--- src/rtl/pe_pkg.sv ---
// pe_pkg: shared FSM encoding, mode constants and saturation helper for pe_mac_stream.
package pe_pkg;
    typedef enum logic [1:0] {ST_IDLE, ST_ACC, ST_OUT} state_t;
    localparam logic MODE_PASS = 1'b0;
    localparam logic MODE_ACC  = 1'b1;
    // Clamp a wide signed value into the range of a w-bit signed number
    function automatic logic signed [63:0] sat_clip(input logic signed [63:0] v, input int w);
        logic signed [63:0] hi, lo;
        hi = (64'sd1 <<< (w - 1)) - 64'sd1;
        lo = -hi - 64'sd1;
        return (v > hi) ? hi : (v < lo) ? lo : v;
    endfunction
endpackage

--- src/rtl/pe_adder_tree.sv ---
// pe_adder_tree: combinational signed reduction of LANES packed W-bit operands, lane 0 in LSBs.
module pe_adder_tree #(
    parameter int LANES = 4,
    parameter int W = 16,
    localparam int OW = W + $clog2(LANES)
) (
    input  logic [LANES*W-1:0]   terms,
    output logic signed [OW-1:0] sum
);
    always_comb begin
        sum = '0;
        for (int i = 0; i < LANES; i++) sum = sum + OW'($signed(terms[i*W +: W]));
    end
endmodule

--- src/rtl/pe_mac_stream.sv ---
// pe_mac_stream: LANES-wide signed dot product plus psum, pass or grouped accumulate, valid/ready with full stall.
// Define PE_MAC_SATURATE_EN for saturating stage-2 adds and the o_sat flag.
module pe_mac_stream
    import pe_pkg::*;
#(
    parameter int I_X       = 8,
    parameter int I_W       = 8,
    parameter int I_PSUM    = 16,
    parameter int O_PSUM    = 24,
    parameter int LANES     = 4,
    parameter int ACC_LEN_W = 8
) (
    input  logic                   i_clk,
    input  logic                   i_rst_n,
    input  logic                   i_w_load,
    input  logic [LANES*I_W-1:0]   i_w,
    input  logic                   i_valid,
    output logic                   o_ready,
    input  logic [LANES*I_X-1:0]   i_x,
    input  logic [I_PSUM-1:0]      i_psum,
    input  logic                   i_mode,
    input  logic [ACC_LEN_W-1:0]   i_acc_len,
    output logic                   o_valid,
    input  logic                   i_ready,
    output logic [O_PSUM-1:0]      o_psum
`ifdef PE_MAC_SATURATE_EN
    , output logic                 o_sat
`endif
);
    localparam int PW = I_X + I_W;
    localparam int DW = PW + $clog2(LANES);

    logic [LANES*I_W-1:0] w_reg;
    logic stall, accept, adv;
    logic [ACC_LEN_W-1:0] cnt, len, len_eff;
    logic mode, mode_eff, first, last;
    logic v1, first1, last1;
    logic [LANES*PW-1:0] prod1;
    logic signed [O_PSUM-1:0] psum1, acc, base, sum;
    logic signed [DW-1:0] dot;
    state_t state, state_nx;
`ifdef PE_MAC_SATURATE_EN
    logic signed [63:0] wide, clip;
    logic sat_acc, sat_now;
`endif

    assign stall   = o_valid & ~i_ready;
    assign o_ready = ~stall;
    assign accept  = i_valid & o_ready;
    assign adv     = v1 & ~stall;

    // Group boundaries are resolved at acceptance so back-to-back groups need no bubble
    always_comb begin
        first    = (cnt == '0);
        mode_eff = first ? i_mode : mode;
        len_eff  = !first ? len : (i_acc_len == '0) ? ACC_LEN_W'(1) : i_acc_len;
        last     = (mode_eff != MODE_ACC) || (cnt + ACC_LEN_W'(1) == len_eff);
    end

    always_ff @(posedge i_clk) begin
        if (!i_rst_n) begin
            w_reg  <= '0;
            cnt    <= '0;
            len    <= '0;
            mode   <= MODE_PASS;
            v1     <= 1'b0;
            first1 <= 1'b0;
            last1  <= 1'b0;
            prod1  <= '0;
            psum1  <= '0;
        end else begin
            if (i_w_load) w_reg <= i_w;
            if (!stall) begin
                v1 <= accept;
                if (accept) begin
                    cnt    <= last ? '0 : cnt + ACC_LEN_W'(1);
                    len    <= len_eff;
                    mode   <= mode_eff;
                    first1 <= first;
                    last1  <= last;
                    psum1  <= O_PSUM'($signed(i_psum));
                    for (int i = 0; i < LANES; i++)
                        prod1[i*PW +: PW] <= PW'($signed(i_x[i*I_X +: I_X])) * PW'($signed(w_reg[i*I_W +: I_W]));
                end
            end
        end
    end

    pe_adder_tree #(.LANES(LANES), .W(PW)) u_tree (.terms(prod1), .sum(dot));

    always_ff @(posedge i_clk) begin
        if (!i_rst_n) state <= ST_IDLE;
        else state <= state_nx;
    end

    always_comb begin
        state_nx = adv ? (last1 ? ST_OUT : ST_ACC) : (state == ST_OUT && i_ready) ? ST_IDLE : state;
    end

    always_comb begin
        base = first1 ? psum1 : acc;
`ifdef PE_MAC_SATURATE_EN
        wide    = 64'(base) + 64'(dot);
        clip    = sat_clip(wide, O_PSUM);
        sum     = O_PSUM'(clip);
        sat_now = (clip != wide) || (!first1 && sat_acc);
`else
        sum = base + O_PSUM'(dot);
`endif
        o_valid = (state == ST_OUT);
    end

    always_ff @(posedge i_clk) begin
        if (!i_rst_n) begin
            acc    <= '0;
            o_psum <= '0;
`ifdef PE_MAC_SATURATE_EN
            sat_acc <= 1'b0;
            o_sat   <= 1'b0;
`endif
        end else if (adv) begin
            if (last1) o_psum <= sum;
            else acc <= sum;
`ifdef PE_MAC_SATURATE_EN
            if (last1) o_sat <= sat_now;
            else sat_acc <= sat_now;
`endif
        end
    end
endmodule

--- config.mk ---
export PLATFORM = sky130hd
export DESIGN_NAME = pe_mac_stream
export DESIGN_NICKNAME = d
export VERILOG_FILES = /design/src/rtl/pe_pkg.sv /design/src/rtl/pe_adder_tree.sv /design/src/rtl/pe_mac_stream.sv
export SDC_FILE = /design/constraint.sdc
export NUM_CORES = 1
export LEC_CHECK = 0
export CORE_MARGIN = 2
export CORE_UTILIZATION = 35
export DETAILED_ROUTE_END_ITERATION = 12
export SYNTH_ARGS = -nofsm -noshare
export SYNTH_HDL_FRONTEND = slang
export SYNTH_SLANG_ARGS = --single-unit
--- constraint.sdc ---
create_clock -name i_clk -period 5.5 [get_ports i_clk]
set_input_delay 1.1 -clock i_clk [delete_from_list [all_inputs] [get_ports i_clk]]
set_output_delay 1.1 -clock i_clk [all_outputs]
set_load 0.05 [all_outputs]
==> results of run 1 <==
-- metrics by stage --
stage	instance area (um^2)	util [%]
finish	23040	41.90
global route	23040	41.90
CTS	23020	41.87
detailed placement	22410	40.75
global placement	22410	40.75
floorplan	19420	-
-- cells in the final DEF, fill, tap and decap left out, types with 5 or more instances in the layout --
cell type,n
inv_1,473
nand2_1,286
fa_1,275
dfxtp_1,182
and2_1,161
a21oi_1,151
buf_4,144
ha_1,143
clkdlybuf4s50_1,117
nor2_1,94
xnor2_1,63
mux2i_1,58
nand3_1,39
nor2b_1,32
o21ai_0,27
nor3_1,26
xor2_1,23
a21o_1,19
a211oi_1,19
clkbuf_16,17
nand2b_1,10
and3_1,9
or3_1,9
a31oi_1,8
o211ai_1,7
nand4b_1,6
inv_6,5
or2_2,5
nand4_1,5
-- layer usage --
layer	wire length, um	track usage [%]
met5	0	0
met4	650	4.735
met3	1421	2.040
met2	21770	28.41
met1	21970	23.28
-- cell type report --
cell class                      count  area, um^2  share of cell area (%)
Clock buffer                       17       425.4                   1.847
Timing Repair Buffer              264        2282                   9.907
Sequential cell                   182        3643                   15.82
Tap cell                          748       935.9                   4.063
Inverter                          475        1788                   7.761
Clock inverter                     15       185.2                  0.8038
Multi-Input combinational cell   1545       13780                   59.80
-- final timing paths --
kind	end	slack (ns)
setup / recovery	prod1[46]$_SDFFE_PN0P_	0.26
hold / removal	psum1[15]$_SDFFE_PN0P_	0.45
setup reg to reg	o_psum[23]$_SDFFE_PN0P_	0.70
hold reg to reg	psum1[15]$_SDFFE_PN0P_	0.45
-- power by group --
part | switching [mW] | leakage, nW | internal, mW
combinational | 2.21 | 9.15 | 1.63
sequential | 0.133 | 1.49 | 1.49
clock | 0.656 | 0.296 | 0.652
total | 3.00 | 10.9 | 3.77
-- critical path, stage by stage --
cell	delay (ns)
clkdlybuf4s50_1	0.50
and2_1	0.23
fa_1	0.55
inv_1	0.06
fa_1	0.53
inv_1	0.05
fa_1	0.47
inv_1	0.05
fa_1	0.47
inv_1	0.04
ha_1	0.30
o21ai_0	0.12
a21boi_0	0.15
o21ai_0	0.22
a21oi_1	0.13
a31oi_1	0.22
mux2i_1	0.22
o311ai_0	0.17
-- logic make-up (layout without fill, tap and decap cells) --
logic type / after synthesis / in the layout / share of synthesized area, %
muxes: 62 / 62 / 3.221
buffers and inverters: 539 / 771 / 10.47
xor gates and xnor gates: 86 / 86 / 3.878
and+or+nand+nor: 699 / 699 / 17.44
DFF: 182 / 182 / 18.76
AOI/OAI and AO/OA: 280 / 280 / 8.677
adders and majority gates: 418 / 418 / 37.55
==> results by group, run 1 <==
STA
  – Fin crit share: around 95%
  – Final Hold Viols: 0
  – WHS: 0.4507 ns
  – Max-slew violation count: 0
  – RSZ-0062 raised after global routing: false
  – Relative slew margins: 38.96%
  – FMAX: 191.0 MHz
  – Final worst slack: 0.2644 ns
  – Setup TNS: 0 ns
  – Setup-failing EPs final: 0
  – Measured slew at the worst slew-check pin: ~0.9 ns
  – Layout Skew: around 0.018 ns
  – Final min period: between 5 and 6 ns

Floorplan
  – Die Ht: 239.6 um
  – Starting density of the core: 35.33%
  – IO Count: 120
  – Core ar.: around 0.055 mm^2
  – # rows: 86
  – Die Wd: 239.6 um
  – Die area: 0.05740 mm^2

Power and ir drop
  – Peak VDD IR: 0.2809 mV
  – Pwr Density: 294.1 mW/mm^2
  – Lkg Pwr: 10.94 nW
  – Total power: 6.775 mW

Clock tree
  – CTS HTree Levels: 4
  – Cts repair resizes: 0
  – Clock transition at the registers of the reported paths: 0.09 ns
  – Clock root cell: clkbuf_16
  – Hold_buf cts: 0
  – Clock sinks: 182
  – Setup bufs post-CTS: 0
  – TritonCTS clock tree: yes
  – CTS buffer count: 17
  – Worst skew pair latency: 0.49 ns
  – Max Buffers Root-to-Sink: 2

Global routing
  – Vias in the first global route: approximately 16000
  – Global route overflow: 0
  – Initial antenna violation count: 0
  – Largest net degree at the start of global routing: 72
  – First-pass GRT wire length: around 78000 um
  – GRT Util Overall: 17.04%

Hold path
  – Worst hold path type: reg -> reg
  – Hold depth: 2
  – Worst Hold Launch: psum1[15]$_SDFFE_PN0P_

Placement
  – Pre-CTS setup slack: -0.3143 ns
  – Placed cells: 3214
  – Port buffer count: 119
  – HPWL after DPL: 37470 um
  – Gpl congestion: 0.8390

Synthesis
  – Post-synthesis sequential area ratio: about a fifth
  – Mean Syn Cell Area: 8.572 um^2
  – YS warnings: 0
  – Most frequent cell after synthesis: inv_1
  – Netlist Area Pre-Place: 0.01942 mm^2
  – Synth area leader: fa_1
  – Most frequent cells after synthesis: 474 x inv_1, 287 x nand2_1, 275 x fa_1, 182 x dfxtp_1, 162 x and2_1
  – Distinct cells, synth: 62
  – Main synth FF type: dfxtp_1
  – Syn_nets: 2778
  – Post-synth EDFFs: 0
  – Syn Inst Count: 2266
  – Flops & latches, synth: 182
  – Share of the synthesized area in the top cell type: 28.34%
  – Largest cells by area after synthesis: fa_1 28%, dfxtp_1 19%, ha_1 9.2%
  – Async set or reset register ratio after synthesis: 0%

Worst setup path
  – Req. time, crit path: 5.85 ns
  – Worst setup path startpoint: i_x[21]
  – Worst setup EP type: flop
  – Worst r2r src: prod1[17]$_SDFFE_PN0P_
  – CP arrival: 5.58 ns
  – Worst R2R Path Depth: 15
  – WS Path Type: in -> reg
  – CP Max Fanout: 4
  – Worst Setup Start Kind: primary input

Layout
  – N_diodes: 0
  – Fillers: between 5000 and 6000
  – Max reg flops: 64
  – Finished Layout Cells: ~3200
  – Layout cells sized above 1: 8.046%
  – Area grow syn2layout: 18.60%
  – Layout Nets: 2997

Route
  – Antenna Nets Post-Route: 0
  – Remaining DRCs: 0
  – DR iter-0 viols: 797
  – DR vias: 15120
  – Router iterations before antenna repair: 5
  – Routed wire length per instance: 14.11 um
  – Drt total wl: approximately 46000 um
  – Post-DR vias/cell: 4.659

Status
  – Status: finished, final reports clean

Job
  – Max-Cap Viols: 0
(Power assumes the default switching activity.)
==> inputs of run 2 (changes only) <==
CTS_BUF_LIST = sky130_fd_sc_hd__clkbuf_4 sky130_fd_sc_hd__clkbuf_8 sky130_fd_sc_hd__clkbuf_16   (was default)
==> results of run 2 <==
No change in the layout: final DEF, timing and power equal those of run 1.
==> inputs of run 3 (changes only) <==
REMOVE_ABC_BUFFERS = 1   (was default)
==> run 3 against run 2 <==
Sequential cell count unchanged. Cell count up 0.15%. Combinational power about the same. Clock-buffer cell count up 2. Global-route usage about the same. Fmax down 0.84%. Sequential share of layout area about the same. Via count down 0.98%. First-iteration DRC count down 4.3%. Design area up 0.27%. Highest routed layer unchanged.
==> results by group, run 3 (synthesis gave the netlist of run 1 again) <==
Layout
  – Layout Nets: 3002 (was 2997)
  – Max reg flops: 64 (unchanged)
  – Fillers: 5386 (was 5467)
  – Most frequent cells in the layout: 473 x inv_1, 286 x nand2_1, 275 x fa_1, 182 x dfxtp_1, 161 x and2_1 (unchanged)
  – Commonest non-fill, non-tap cell in the layout: inv_1 (unchanged)
  – N_diodes: 0 (unchanged)
  – Finished Layout Cells: 3251 (was 3246)
  – Area grow syn2layout: 18.93% (was 18.60%)
  – Layout cells sized above 1: 8.390% (was 8.046%)

Worst setup path
  – CP arrival: 5.68 ns (was 5.58 ns)
  – CP Max Fanout: 6 (was 4)
  – Worst Setup Start Kind: primary input (unchanged)
  – Largest stage delay, worst path: 0.53 ns (was 0.55 ns)
  – CP dominant cell by count: fa_1
  – Slowest-stage cell, CP: fa_1 (unchanged)
  – Req. time, crit path: 5.90 ns (was 5.85 ns)
  – Worst setup EP type: flop (unchanged)
  – WS Path Type: in -> reg (unchanged)
  – CP cell instances: clkdlybuf4s50_1, buf_4, and2_1, fa_1, fa_1, fa_1, inv_1, fa_1, inv_1, ha_1, or2_2, a21oi_2, o31ai_1, o41ai_1, xnor2_1, nor2_1, a211oi_2 (was clkdlybuf4s50_1, and2_1, fa_1, inv_1, fa_1, inv_1, fa_1, inv_1, fa_1, inv_1, ha_1, o21ai_0, a21boi_0, o21ai_0, a21oi_1, a31oi_1, mux2i_1, o311ai_0)

Global routing
  – First-pass GRT wire length: 78670 um (was 78430 um)
  – Global route overflow: 0 (unchanged)
  – Largest net degree at the start of global routing: 92 (was 72)
  – Vias in the first global route: 15920 (was 15730)
  – GRT Util Overall: 17.07% (was 17.04%)
  – Initial antenna violation count: 0 (unchanged)

STA
  – RSZ-0062 raised after global routing: false (unchanged)
  – Fin crit share: 96.00% (was 95.19%)
  – Layout Skew: 0.01727 ns (was 0.01756 ns)
  – Setup-failing EPs final: 0 (unchanged)
  – Setup TNS: 0 ns (unchanged)
  – Final min period: 5.280 ns (was 5.236 ns)
  – Final Hold Viols: 0 (unchanged)
  – FMAX: 189.4 MHz (was 191.0 MHz)
  – Measured slew at the worst slew-check pin: 1.157 ns (was 0.9128 ns)
  – Relative slew margins: 22.89% (was 38.96%)
  – Max-slew violation count: 0 (unchanged)

Placement
  – Placed cells: 3219 (was 3214)
  – HPWL after DPL: 36830 um (was 37470 um)
  – Gpl congestion: 0.8336 (was 0.8390)
  – Port buffer count: 119 (unchanged)

Floorplan
  – # rows: 86 (unchanged)
  – Starting density of the core: 35.33% (unchanged)
  – Die Wd: 239.6 um (unchanged)
  – Core ar.: 0.05499 mm^2 (unchanged)
  – IO Count: 120 (unchanged)
  – Die Ht: 239.6 um (unchanged)
  – Die area: 0.05740 mm^2 (unchanged)

Power and ir drop
  – Peak VDD IR: 0.2546 mV (was 0.2809 mV)
  – Pwr Density: 295.9 mW/mm^2 (was 294.1 mW/mm^2)
  – Total power: 6.836 mW (was 6.775 mW)
  – Lkg Pwr: 10.99 nW (was 10.94 nW)

Clock tree
  – Worst skew pair latency: 0.48 ns (was 0.49 ns)
  – Cts repair resizes: 0 (unchanged)
  – CTS HTree Levels: 4 (unchanged)
  – Hold_buf cts: 0 (unchanged)
  – TritonCTS clock tree: yes (unchanged)
  – Clock sinks: 182 (unchanged)
  – Max Buffers Root-to-Sink: 2 (unchanged)
  – Clock transition at the registers of the reported paths: 0.07 ns (was 0.09 ns)
  – CTS buffer count: 17 (unchanged)
  – Clock root cell: clkbuf_16 (unchanged)
  – Setup bufs post-CTS: 0 (unchanged)

Status
  – Status: finished, final reports clean (unchanged)

Route
  – Remaining DRCs: 0 (unchanged)
  – Antenna Nets Post-Route: 0 (unchanged)
  – DR vias: 14980 (was 15120)
  – Router iterations before antenna repair: 5 (unchanged)
  – DR iter-0 viols: 763 (was 797)
  – Drt total wl: 45420 um (was 45810 um)
  – Post-DR vias/cell: 4.606 (was 4.659)
  – Routed wire length per instance: 13.97 um (was 14.11 um)

Job
  – Max-Cap Viols: 0 (unchanged)

Hold path
  – Worst hold path type: reg -> reg (unchanged)
==> run 3: cell count changes in the layout (fill, tap and decap cells not counted), sizes merged <==
cell	previous run	this run
clkdlybuf4s50	117	115
buf	147	152
bufinv	1	3
dlymetal6s2s	0	2
clkinv	7	4
clkinvlp	1	2
clkbuf	17	19
inv	481	479
==> run 3: power breakdown <==
part / internal [mW] / switching, mW / leakage [nW]
clock network: 0.732 / 0.606 / 0.298
registers: 1.49 / 0.133 / 1.49
logic: 1.65 / 2.22 / 9.20
total: 3.88 / 2.95 / 11.0
==> run 3: cell type report <==
cell class	count	area [um^2]	area share, %
multi-input cells	1545	13800	59.73
flip-flops and latches	182	3643	15.77
repair buffers	269	2325	10.06
inverters	475	1788	7.740
well taps	748	935.9	4.052
clock buffers	19	440.4	1.907
clock inverters	13	170.2	0.7366
==> run 3: worst paths after layout <==
path | slack (ns) | end | startpoint | cells past startpoint
min reg2reg | 0.45 | prod1[41]$_SDFFE_PN0P_ | prod1[41]$_SDFFE_PN0P_ | 2
max | 0.22 | prod1[31]$_SDFFE_PN0P_ | i_x[10] | 17
max reg2reg | 0.68 | acc[23]$_SDFFE_PN0P_ | prod1[17]$_SDFFE_PN0P_ | 15
min | 0.45 | prod1[41]$_SDFFE_PN0P_ | prod1[41]$_SDFFE_PN0P_ | 2
==> run 3: stage by stage <==
stage | hold slack, ns | utilization, % | instance area [um^2] | worst slack, ns
global route | 0.4749 | 42.01 | 23100 | 0.004637
CTS | 0.4576 | 41.94 | 23060 | 0.1687
detailed placement | 0.4476 | 40.83 | 22450 | -0.3657
finish | 0.4527 | 42.01 | 23100 | 0.2200
global placement | 0.4404 | 40.83 | 22450 | -0.3133
floorplan | 0.4317 | - | 19170 | 0.2969
==> run 3: worst max-delay path: cells and delay by family <==
kind	cells	cell delay, ns
adders and majority gates	5	2.23
AOI/OAI and AO/OA	4	0.86
buffers and inverters	4	0.80
and+or+nand+nor	3	0.53
xor gates and xnor gates	1	0.16
==> run 3: metal layers <==
metal | wire (um) | global-route usage, % | vias to the layer above
li1 | - | - | 7471
met1 | 21540 | 22.67 | 7267
met2 | 21890 | 29.31 | 208
met3 | 1497 | 2.466 | 29
met4 | 495 | 3.883 | 0
met5 | 0 | 0 | -
